### src/rtl/led_pattern_anim.sv
// rtl/led_pattern_anim.sv - self-timed LED animation engine (sweep up/down, bounce, fill)
module led_pattern_anim #(
    parameter int NUM_LEDS        = 10,
    parameter int CLOCK_FREQUENCY = 50000000,
    parameter int STEPS_PER_SEC   = 4
) (
    input  logic                clock,
    input  logic                resetn,
    input  logic                start,
    input  logic                abort,
    input  logic [1:0]          mode,
    input  logic [3:0]          repeats,
    output logic [NUM_LEDS-1:0] lights,
    output logic                busy,
    output logic                done,
    output logic [3:0]          pass_num
);

    localparam int STEP_CYCLES = CLOCK_FREQUENCY / STEPS_PER_SEC;
    localparam int TW          = $clog2(STEP_CYCLES + 1);
    localparam int SW          = $clog2(2 * NUM_LEDS);

    localparam logic [TW-1:0] TICK_LAST = TW'(STEP_CYCLES - 1);
    localparam logic [SW-1:0] LAST_LIN  = SW'(NUM_LEDS - 1);
    localparam logic [SW-1:0] LAST_BNC  = SW'(2 * NUM_LEDS - 3);

    localparam logic [1:0] MODE_BOUNCE = 2'd2;

    typedef enum logic [1:0] {
        S_IDLE,
        S_RUN,
        S_DONE
    } state_t;

    state_t              state_q,     state_d;
    logic [TW-1:0]       tick_q,      tick_d;
    logic [SW-1:0]       step_q,      step_d;
    logic [3:0]          pass_q,      pass_d;
    logic [3:0]          last_pass_q, last_pass_d;
    logic [1:0]          mode_q,      mode_d;
    logic [NUM_LEDS-1:0] lights_q,    lights_d;
    logic                busy_q,      busy_d;
    logic                done_q,      done_d;

    // LED image for step k of a pass in pattern m
    function automatic logic [NUM_LEDS-1:0] step_pattern(input logic [1:0] m, input logic [SW-1:0] k);
        logic [NUM_LEDS-1:0] one;
        logic [NUM_LEDS-1:0] p;
        int                  idx;
        one = NUM_LEDS'(1);
        idx = int'(k);
        case (m)
            2'd0:    p = one << idx;
            2'd1:    p = one << (NUM_LEDS - 1 - idx);
            2'd2:    p = (idx < NUM_LEDS) ? (one << idx) : (one << (2 * NUM_LEDS - 2 - idx));
            default: begin
                // shifting past the top yields 0, so the final step wraps to all ones
                p = one << (idx + 1);
                p = p - one;
            end
        endcase
        return p;
    endfunction

    function automatic logic [SW-1:0] last_step(input logic [1:0] m);
        return (m == MODE_BOUNCE) ? LAST_BNC : LAST_LIN;
    endfunction

    // Next-state and registered-output computation
    always_comb begin
        state_d     = state_q;
        tick_d      = tick_q;
        step_d      = step_q;
        pass_d      = pass_q;
        last_pass_d = last_pass_q;
        mode_d      = mode_q;
        lights_d    = lights_q;
        busy_d      = busy_q;
        done_d      = 1'b0;
        case (state_q)
            S_IDLE: begin
                if (start && !abort) begin
                    mode_d      = mode;
                    last_pass_d = (repeats == 4'd0) ? 4'd0 : repeats - 4'd1;
                    tick_d      = '0;
                    step_d      = '0;
                    pass_d      = '0;
                    lights_d    = step_pattern(mode, '0);
                    busy_d      = 1'b1;
                    state_d     = S_RUN;
                end
            end
            S_RUN: begin
                if (abort) begin
                    tick_d   = '0;
                    step_d   = '0;
                    pass_d   = '0;
                    lights_d = '0;
                    busy_d   = 1'b0;
                    state_d  = S_IDLE;
                end else if (tick_q == TICK_LAST) begin
                    tick_d = '0;
                    if (step_q != last_step(mode_q)) begin
                        step_d   = step_q + SW'(1);
                        lights_d = step_pattern(mode_q, step_q + SW'(1));
                    end else if (pass_q < last_pass_q) begin
                        pass_d   = pass_q + 4'd1;
                        step_d   = '0;
                        lights_d = step_pattern(mode_q, '0);
                    end else begin
                        step_d   = '0;
                        pass_d   = '0;
                        lights_d = '0;
                        busy_d   = 1'b0;
                        done_d   = 1'b1;
                        state_d  = S_DONE;
                    end
                end else begin
                    tick_d = tick_q + TW'(1);
                end
            end
            default: begin
                // single-cycle DONE; start is deliberately not looked at here
                state_d = S_IDLE;
            end
        endcase
    end

    // State and output registers, cleared asynchronously
    always_ff @(posedge clock or negedge resetn) begin
        if (!resetn) begin
            state_q     <= S_IDLE;
            tick_q      <= '0;
            step_q      <= '0;
            pass_q      <= '0;
            last_pass_q <= '0;
            mode_q      <= '0;
            lights_q    <= '0;
            busy_q      <= 1'b0;
            done_q      <= 1'b0;
        end else begin
            state_q     <= state_d;
            tick_q      <= tick_d;
            step_q      <= step_d;
            pass_q      <= pass_d;
            last_pass_q <= last_pass_d;
            mode_q      <= mode_d;
            lights_q    <= lights_d;
            busy_q      <= busy_d;
            done_q      <= done_d;
        end
    end

    assign lights   = lights_q;
    assign busy     = busy_q;
    assign done     = done_q;
    assign pass_num = pass_q;

endmodule

### config.mk
export PLATFORM = sky130hd
export DESIGN_NAME = led_pattern_anim
export DESIGN_NICKNAME = d
export VERILOG_FILES = /design/src/rtl/led_pattern_anim.sv
export SDC_FILE = /design/constraint.sdc
export NUM_CORES = 1
export LEC_CHECK = 0
export ABC_AREA = 1
export CAP_MARGIN = 25
export CORE_UTILIZATION = 35
export DETAILED_ROUTE_END_ITERATION = 8
export GPL_ROUTABILITY_DRIVEN = 0
export PLACE_DENSITY = 0.52
export SLEW_MARGIN = 40
export SYNTH_ARGS = -nofsm -noshare
export SYNTH_HDL_FRONTEND = slang
export SYNTH_SLANG_ARGS = --single-unit
### constraint.sdc
create_clock -name clock -period 3.5 [get_ports clock]
set_input_delay 0.7 -clock clock [delete_from_list [all_inputs] [get_ports clock]]
set_output_delay 0.7 -clock clock [all_outputs]
set_load 0.05 [all_outputs]
### Word-level counts from Yosys, hierarchy flattened

Index checks and enable logic that the tools add are counted.

| operators by class | value |
|---|---|
| $mul | 0 |
| shift-type cells | 4 |
| equal/unequal tests | 10 |
| muxes and demuxes | 44 |
| div/mod/pow operators | 0 |
| bitwise operators | 0 |
| reductions and logical operators | 12 |
| add/sub/neg operators | 8 |
| magnitude comparators | 2 |

Operator list:

| kind | count |
|---|---|
| $mux W10 | 8 |
| $mux W24 | 3 |
| $shl A1 B32 Y10 const A | 2 |
| $pmux W24 S2 | 1 |
| $pmux W10 S3 | 1 |
| $mux W5 | 5 |
| $add A24 B1 Y24 const B | 1 |
| $eq A24 B24 Y1 const B | 1 |
| $mux W4 | 6 |
| $pmux W10 S2 | 1 |
| $mux W1 | 10 |
| $mux W2 | 5 |
| $pmux W5 S2 | 1 |
| $shl A1 B5 Y10 const A | 1 |
| $shl A1 B6 Y10 const A | 1 |
| $sub A10 B1 Y10 const B | 1 |
| $ne A3 B3 Y1 const B | 3 |
| $pmux W4 S2 | 1 |
| $reduce_and A4 Y1 | 2 |
| $add A5 B1 Y6 const B | 1 |
| $eq A2 B1 Y1 const B | 3 |
| $sub A4 B5 Y6 const A | 1 |
| $sub A5 B5 Y6 const A | 1 |
| $add A5 B1 Y5 const B | 1 |
| 17 further kinds | 19 |

| word-level totals | value |
|---|---|
| bits in writable memories | 0 |
| memory bits (read-only) | 0 |
| memories kept | 0 |
| flip-flop bits (word level) | 53 |
| input bits | 10 |
| logic and storage cells | 89 |
| bits in latches | 0 |
| output and inout bits | 16 |

### Logic depth before layout (Yosys ltp)

Gate-level depths: netlist of run 1.

| logic depth | value |
|---|---|
| depth after elaboration | 9 |
| gate-level depth with buffers | 19 |
| depth with buffers taken out | 19 |

### Worst setup path after synthesis of run 1

OpenSTA, ideal clock, no wires.

| path | value |
|---|---|
| path kind | reg2reg |
| start point | register step_q[0] |
| end point | register lights_q[4] (netlist: lights[4]) |
| required time | 3.382 ns |
| period minus slack after synthesis | 2.392 ns |
| buffers on the path | 1 |
| arrival | 2.275 ns |
| library setup time | 0.118 ns |
| slack | 1.108 ns |
| cell stages (with the launch flop) | 16 |
| path through | dfrtp_1 buf_4 inv_2 ha_1 inv_1 nor2_4 nand3_1 nand2_2 nor2_2 nand2_2 ha_1 nand3_2 inv_2 a211o_1 nand3_1 nand2_1 |

| between the ends | value |
|---|---|
| word-level cells in the longest chain between the ends | 9 |
| elaborated cells between the ends (all ways) | 17 |
| those cells by class | 5 x add/sub; 1 x order compare; 1 x eq/ne; 4 x shift; 6 x mux |

Ends and longest elaborated chain:

| element | RTL line | text |
|---|---|---|
| from (decl) | 37 | `logic [SW-1:0] step_q, step_d;` |
| from (signal assigned) | 144 | `step_q <= step_d;` |
| $add A5 B1 Y5 | 105 | `lights_d = step_pattern(mode_q, step_q + SW'(1));` |
| $add A5 B1 Y6 / $sub A5 B5 Y6 (equally long branches) | 58, 55 |  |
| $shl A1 B6 Y10 / $shl A1 B32 Y10 (equally long branches) | 58, 55 |  |
| $sub A10 B1 Y10 / $mux W10 (equally long branches) | 59, 55 |  |
| $pmux W10 S3 | 52 | `case (m)` |
| $mux W10 * | 103 | `if (step_q != last_step(mode_q)) begin` |
| $mux W10 * | 101 | `end else if (tick_q == TICK_LAST) begin` |
| $mux W10 * | 94 | `if (abort) begin` |
| $pmux W10 S2 * | 80 | `case (state_q)` |
| to (signal assigned) | 148 | `lights_q <= lights_d;` |
| to (decl) | 41 | `logic [NUM_LEDS-1:0] lights_q, lights_d;` |

Mark *: on every way between the ends. The rest lies on a longest branch, timed or not. The select of a mux whose other input is x is not followed.
A chain may end at the register's enable or synchronous reset.

### Worst setup path in the final report of run 1

| path | value |
|---|---|
| start point | register step_q[0] |
| end point | register lights_q[9] (netlist: lights[9]) |

Same word-level chain as after synthesis.

==> results.md, run 1 <==
- CP startpoint: step_q[0]
- Status: finished clean
- Adder and majority gate portion of the synthesized area: 4.67%
- Classification of the worst setup path: flip-flop to flip-flop
- Cell count after placement: between 700 and 800
- Clock latency on the worst-skew pair: ~290 ps
- Global route total overflow: 0
- Via count of the first global-routing pass: between 3,000 and 4,000
- Startpoint of the worst-slack reg-to-reg timing path: step_q[0]
- Antenna cells: 0
- Starting DRT DRC Count: 202
- Residual DRC: 0
- Die height: ~110 um
- Flops & latches, synth: 53
- Clock transition at path regs: approximately 70 ps
- Fraction of final layout cells with drive strength greater than 1: 12.0%
- Count of input and output buffers: 25
- Slew @ Worst Pin: 731 ps
- Startpoint kind of the worst setup timing path: flip-flop
- Final setup violating endpoints: 0
- Multiplexer area fraction after synthesis: 0%
- Relative slew slack: around half
- Growth of design area from synthesis to finish: 13.7%
- Number of max-cap violations: 0
- Synth Net Count: 590
- Biggest area consumer among synthesized cells: sky130_fd_sc_hd__dfrtp_1
- Cell type with the highest occurrence count on the critical path: sky130_fd_sc_hd__nand2_1
- Critical-path cell with the highest stage delay: sky130_fd_sc_hd__ha_1
- Filler instances: between 1,000 and 1,500
- Most area-consuming cells after synthesis: sky130_fd_sc_hd__dfrtp_1, sky130_fd_sc_hd__nand2_1, sky130_fd_sc_hd__inv_1
- Estimated wirelength of the detail-placed design: roughly 8200 um
- Largest net degree at the start of global routing: 38
- Number of nets in the finished design: around 600
- Via count: 3,729
- Global-route usage over all layers: approximately a fifth
- Standard-cell row count: 38
- Portion of synthesized cell area occupied by the leading cell type: 33.0%
- Remaining antenna violation count: 0
- Type of element capturing the critical path: flip-flop
- Pwr Density: between 700 and 800 nW/um^2
- Commonest cells post-synth: sky130_fd_sc_hd__nand2_1, sky130_fd_sc_hd__inv_1, sky130_fd_sc_hd__nor2_1
- Number of enable flip-flop cells after synthesis: 0
- Setup Fix Bufs, Post-CTS: 0
- Area taken by multi-input logic gates: approximately 2300 um^2
- Share of the synthesized area in compound gates (AO/OA/AOI/OAI): between 15 and 20%
- Synth warnings: 0
- Cells after synthesis: between 500 and 600
- Count of distinct cell types in the synthesized netlist: ~50
- Hold WC Path Type: input port to asynchronous set/reset pin
- Overall Power: 3.44 mW
- Maximum operating frequency: roughly 360 MHz
- Main combinational cell family by area after synthesis: simple AND/OR/NAND/NOR gates
- Number of levels the H-tree was split into: 2
- Number of antenna violations at the first check in global routing: 0
- Clock buffer count from CTS: 5
- Non-filler instance count after layout: around 730
- Hold buffers post-CTS: 0
- Number of primary I/O pins: 26
- Number of search-and-repair iterations in the first detailed-routing pass: 5
- Number of vias per cell: 5.09
- Setup repair after global routing missed its margin: no
- Setup tns final: 0 ps
- Die area: approximately 12,000 um^2
- Critical Path AT: 2970 ps
- Pins Over Slew Limit: 0
- Die Span X: between 100 and 150 um
- Share of synthesized area occupied by flip-flops and latches: roughly a third
- Largest stage delay, worst path: about 500 ps
- Share of the core filled with cells: 41.4%
- Resize count post-CTS: 0
- Starting utilization of the core area: between 30% and 40%
- Peak VDD IR: roughly 0.43 mV
- Register area: between 1000 and 1500 um^2
- First-pass GRT wire length: approximately 17,000 um
- CTS Buffer Depth: 2
- Core region area: ~11,000 um^2
- Mean routed wirelength per cell: roughly 14 um
- Clock tree root buffer cell: sky130_fd_sc_hd__clkbuf_16
- Avg Inst Size Synth: around 7 um^2
- Final count of hold timing violations: 0
- Skew final: ~5.5 ps
- Cell Area, Placed: between 4000 and 5000 um^2
- Synthesized-area fraction occupied by xor and xnor cells: between 1 and 1.5%
- Most repeated cell in the gate-level netlist after synthesis: sky130_fd_sc_hd__nand2_1
- Post-route cell area: ~4600 um^2
- Ys async rst share: 100%
- Min Clock Period, post-route: between 2000 and 3000 ps
- Final routed wirelength across all metal layers: between 10,000 and 15,000 um
- WP data required: approximately 3700 ps
- CTS tree: done
- Crit-path cells: ha_1 > inv_1 > nand2_1 > nand2_2 > ha_1 > nor2_1 > o211ai_1 > nand2_2 > nor2_4 > nand2_1 > nand2_1 > nand3_1 > nand2_1 > nand2_1 > nand2_1 > a21oi_2
- Simple-gate portion of the synthesized area: between 30% and 40%
- Netlist Area Pre-Place: 4020 um^2
- Worst-case register-to-register setup slack: 710 ps
- Leakage component of the power: between 2 and 2.5 nW
- Post-synth top flop: sky130_fd_sc_hd__dfrtp_1
- Sink count of the clock tree: 53
- Ratio of final minimum period to clock period: between 70% and 80%
- Crit Path Max Fanout: 11
[stage by stage]
step | worst slack [ps] | hold slack, ps
after floorplan | 1110 | 404
after detailed placement | 604 | 462
after CTS | 718 | 333
final | 708 | 317
after global routing | 461 | 348
after global placement | 663 | 455
[worst paths after layout]
check	endpoint	depth (start not counted)
max in group asynchronous	mode_q[1]	2
worst max-delay path	lights[9]	16
worst min-delay path	tick_q[20]	1
min in group clock	lights[4]	2
worst min register to register	lights[4]	2
worst max register to register	lights[9]	16
[cells in the final DEF (no fill, tap or decap), drive strengths merged, types with 4 or more instances in the layout]
master           n
o21ai           42
nand4           11
dfrtp           53
xor2             5
clkbuf           7
inv             86
nand2          127
nor3            22
nor4             5
a21oi           33
nor2            76
o31ai            4
o211ai           4
o22ai            5
ha              15
clkdlybuf4s50   24
nand3           47
buf              4
[metal layers]
metal / global-route usage, % / routed length [um] / vias up
met3: 3.05 / 309 / 11
met2: 31.1 / 4970 / 62
li1: - / - / 1916
met4: 4.44 / 132 / 0
met1: 25.2 / 5090 / 1740
met5: 0 / 0 / -
[area by class of cell]
class,count,share of cell area [%]
multi-input combinational,417,50.2
clock inverter,1,0.657
clock buffer,7,3.12
inverter,86,7.34
timing repair buffer,28,5.86
sequential,53,29.0
tap,140,3.83
[report_power, final]
| group | leakage, nW | switching (mW) | total (mW) | internal, mW |
|---|---|---|---|---|
| sequential | 0.714 | 0.110 | 0.851 | 0.741 |
| combinational | 1.33 | 1.39 | 2.01 | 0.627 |
| clock | 0.0841 | 0.221 | 0.579 | 0.358 |
| total | 2.12 | 1.72 | 3.44 | 1.73 |
[sequential cells by signal, indices dropped and copies added (netlist names)]
| register | flops |
|---|---|
| busy | 1 |
| done | 1 |
| last_pass_q | 4 |
| lights | 10 |
| mode_q | 2 |
| pass_num | 4 |
| state_q | 2 |
| step_q | 5 |
| tick_q | 24 |
[critical path: cells and delay by family (launching register included)]
family / cells / cell delay, ps
AND/OR/NAND/NOR: 11 / 1040
AO/OA/AOI/OAI: 2 / 280
adder cells (fa/ha/maj): 2 / 770
buffers and inverters: 1 / 80
flip-flops: 1 / 490
[cells by family (layout without fill, tap and decap cells)]
family	Yosys count	after routing
adder cells (fa/ha/maj)	15	15
buffers and inverters	95	122
flip-flops	53	53
XOR/XNOR	6	6
AO/OA/AOI/OAI	104	104
AND/OR/NAND/NOR	292	292
Power figures use the tool's default switching activity.
==> run 2: changes to the inputs <==
Clock period 3.5 ns to 2.92 ns, I/O delays scaled along.
==> run 2 against run 1 <==
Net effect:
- cell count increased by 0.55%
- count of clock-buffer cells in the layout unchanged
- setup slack lost 450 ps
- clock skew fell by 1.7 ps
- flip-flop and latch count did not move
- core utilization grew 0.18 points
- critical endpoint is now lights[4]
- largest cell class unchanged
- largest power group unchanged
- highest routed layer unchanged
==> results.md, run 2 (synthesis gave the netlist of run 1 again) <==
- Status: finished clean (unchanged)
- Remaining antenna violation count: 0 (unchanged)
- Clock buffer count from CTS: 5 (unchanged)
- Global-route usage over all layers: 18.8% (was 18.7%)
- Largest net degree at the start of global routing: 54 (was 38)
- Number of vias per cell: 5.15 (was 5.09)
- Antenna cells: 0 (unchanged)
- Classification of the worst setup path: flip-flop to flip-flop (unchanged)
- Startpoint kind of the worst setup timing path: flip-flop (unchanged)
- Clock tree root buffer cell: sky130_fd_sc_hd__clkbuf_16 (unchanged)
- Number of antenna violations at the first check in global routing: 0 (unchanged)
- Number of primary I/O pins: 26 (unchanged)
- CTS tree: done (unchanged)
- Die area: 11,900 um^2 (unchanged)
- First-pass GRT wire length: 17,400 um (about the same)
- Commonest cells after routing, fill and taps aside: sky130_fd_sc_hd__nand2_1, sky130_fd_sc_hd__inv_1, sky130_fd_sc_hd__nor2_1 (unchanged)
- Min Clock Period, post-route: 2660 ps (was 2790 ps)
- Crit Path Max Fanout: 11 (unchanged)
- Slew @ Worst Pin: 698 ps (was 731 ps)
- Flip-flop count of the largest register, all copies and words added: 24 (unchanged)
- Number of levels the H-tree was split into: 2 (unchanged)
- Leakage component of the power: 2.13 nW (was 2.12 nW)
- Number of nets in the finished design: 620 (was 616)
- Setup tns final: 0 ps (unchanged)
- Number of search-and-repair iterations in the first detailed-routing pass: 5 (unchanged)
- Via count of the first global-routing pass: 3,606 (was 3,535)
- CTS Buffer Depth: 2 (unchanged)
- Pins Over Slew Limit: 0 (unchanged)
- Die height: 109 um (unchanged)
- Maximum operating frequency: 376 MHz (was 358 MHz)
- Number of max-cap violations: 0 (unchanged)
- Setup Fix Bufs, Post-CTS: 0 (unchanged)
- Final routed wirelength across all metal layers: 10,400 um (was 10,500 um)
- Via count: 3,789 (was 3,729)
- Filler instances: 1,175 (was 1,178)
- Mean routed wirelength per cell: 14.1 um (was 14.3 um)
- Relative slew slack: 53.5% (was 51.2%)
- Type of element capturing the critical path: flip-flop (unchanged)
- Share of the core filled with cells: 41.6% (was 41.4%)
- Hold WC Path Type: input port to asynchronous set/reset pin (unchanged)
- Fraction of final layout cells with drive strength greater than 1: 13.3% (was 12.0%)
- Peak VDD IR: 0.482 mV (was 0.434 mV)
- Most common library cell in the layout ignoring fill and taps: sky130_fd_sc_hd__nand2_1 (unchanged)
- Ratio of final minimum period to clock period: 91.2% (was 79.8%)
- Clock transition at path regs: 70 ps (about the same)
- Register ranked first by flip-flop count: tick_q (unchanged)
- Starting utilization of the core area: 36.4% (unchanged)
- Critical Path AT: 2850 ps (was 2970 ps)
- Final count of hold timing violations: 0 (unchanged)
- Growth of design area from synthesis to finish: 14.2% (was 13.7%)
- Sink count of the clock tree: 53 (unchanged)
- Clock latency on the worst-skew pair: 300 ps (was 290 ps)
- Count of input and output buffers: 25 (unchanged)
- Starting DRT DRC Count: 246 (was 202)
- Die Span X: 109 um (unchanged)
- Core region area: 11,000 um^2 (unchanged)
- Estimated wirelength of the detail-placed design: 7920 um (was 8230 um)
- Residual DRC: 0 (unchanged)
- Setup repair after global routing missed its margin: no (unchanged)
- Standard-cell row count: 38 (unchanged)
- Final setup violating endpoints: 0 (unchanged)
- WP data required: 3110 ps (was 3680 ps)
- Global route total overflow: 0 (unchanged)
- Skew final: 3.75 ps (was 5.48 ps)
- Pwr Density: 898 nW/um^2 (was 753 nW/um^2)
==> run 2: area by class of cell <==
| type | count | area [um^2] | share of cell area (%) |
|---|---|---|---|
| clock buffer | 7 | 153 | 3.33 |
| clock inverter | 1 | 5.00 | 0.109 |
| inverter | 86 | 335 | 7.30 |
| multi-input combinational | 417 | 2300 | 50.0 |
| sequential | 53 | 1330 | 28.9 |
| tap | 140 | 175 | 3.82 |
| timing repair buffer | 32 | 298 | 6.49 |
==> run 2: power by group <==
group | internal (mW) | leakage [nW] | switching, mW
Combinational | 0.785 | 1.34 | 1.68
Clock | 0.364 | 0.0799 | 0.273
Sequential | 0.890 | 0.711 | 0.134
==> run 2: metal layers <==
metal / up-vias / GRT usage (%) / share of wire [%]
met5: - / 0 / 0
met4: 0 / 6.18 / 1.8
met3: 16 / 3.23 / 3.9
met2: 86 / 30.0 / 46
met1: 1756 / 25.7 / 49
li1: 1931 / - / -
==> run 2: final timing paths <==
path,from,to,slack [ps],cells after the start
max in group asynchronous,resetn,step_q[0],2010,2
max reg2reg,step_q[0],lights[4],260,13
max,step_q[0],lights[4],260,13
min reg2reg,tick_q[23],tick_q[23],460,1
min in group clock,tick_q[23],tick_q[23],460,1
min,resetn,tick_q[21],420,2
==> run 2: stage by stage <==
step	cells	hold slack, ps	instance area (um^2)	worst slack, ps	power, mW
finish	736	416	4590	258	4.12
global route	736	493	4590	25.2	4.48
CTS	736	457	4590	75.6	4.14
detailed placement	728	458	4430	95.1	3.48
global placement	728	450	4430	157	3.47
floorplan	565	288	4020	528	2.81
==> run 2: critical path, cell delays in order, from the launching register on <==
cell and delay (ps):
sky130_fd_sc_hd__dfrtp_2 480, sky130_fd_sc_hd__ha_1 280, sky130_fd_sc_hd__inv_1 100, sky130_fd_sc_hd__nand2_1 60, sky130_fd_sc_hd__nand2_2 130, sky130_fd_sc_hd__ha_2 360, sky130_fd_sc_hd__nor2_1 220, sky130_fd_sc_hd__nand3_1 110
sky130_fd_sc_hd__ha_1 260, sky130_fd_sc_hd__nand3_2 120, sky130_fd_sc_hd__inv_2 50, sky130_fd_sc_hd__a211o_1 250, sky130_fd_sc_hd__nand3_1 90, sky130_fd_sc_hd__nand2_1 50
==> run 2: repair_timing <==
action / CTS / global route
gates resized for setup: 0 / 3
hold endpoints to repair: 0 / 0
setup endpoints to repair: 0 / 8
hold buffers: 0 / 0
==> run 3: changes to the inputs <==
Settings changed: CTS_CLUSTER_SIZE from default to 16, SKIP_LAST_GASP from default to 1.
==> results of run 3 <==
Final layout, timing and power as in run 2 (identical DEF).
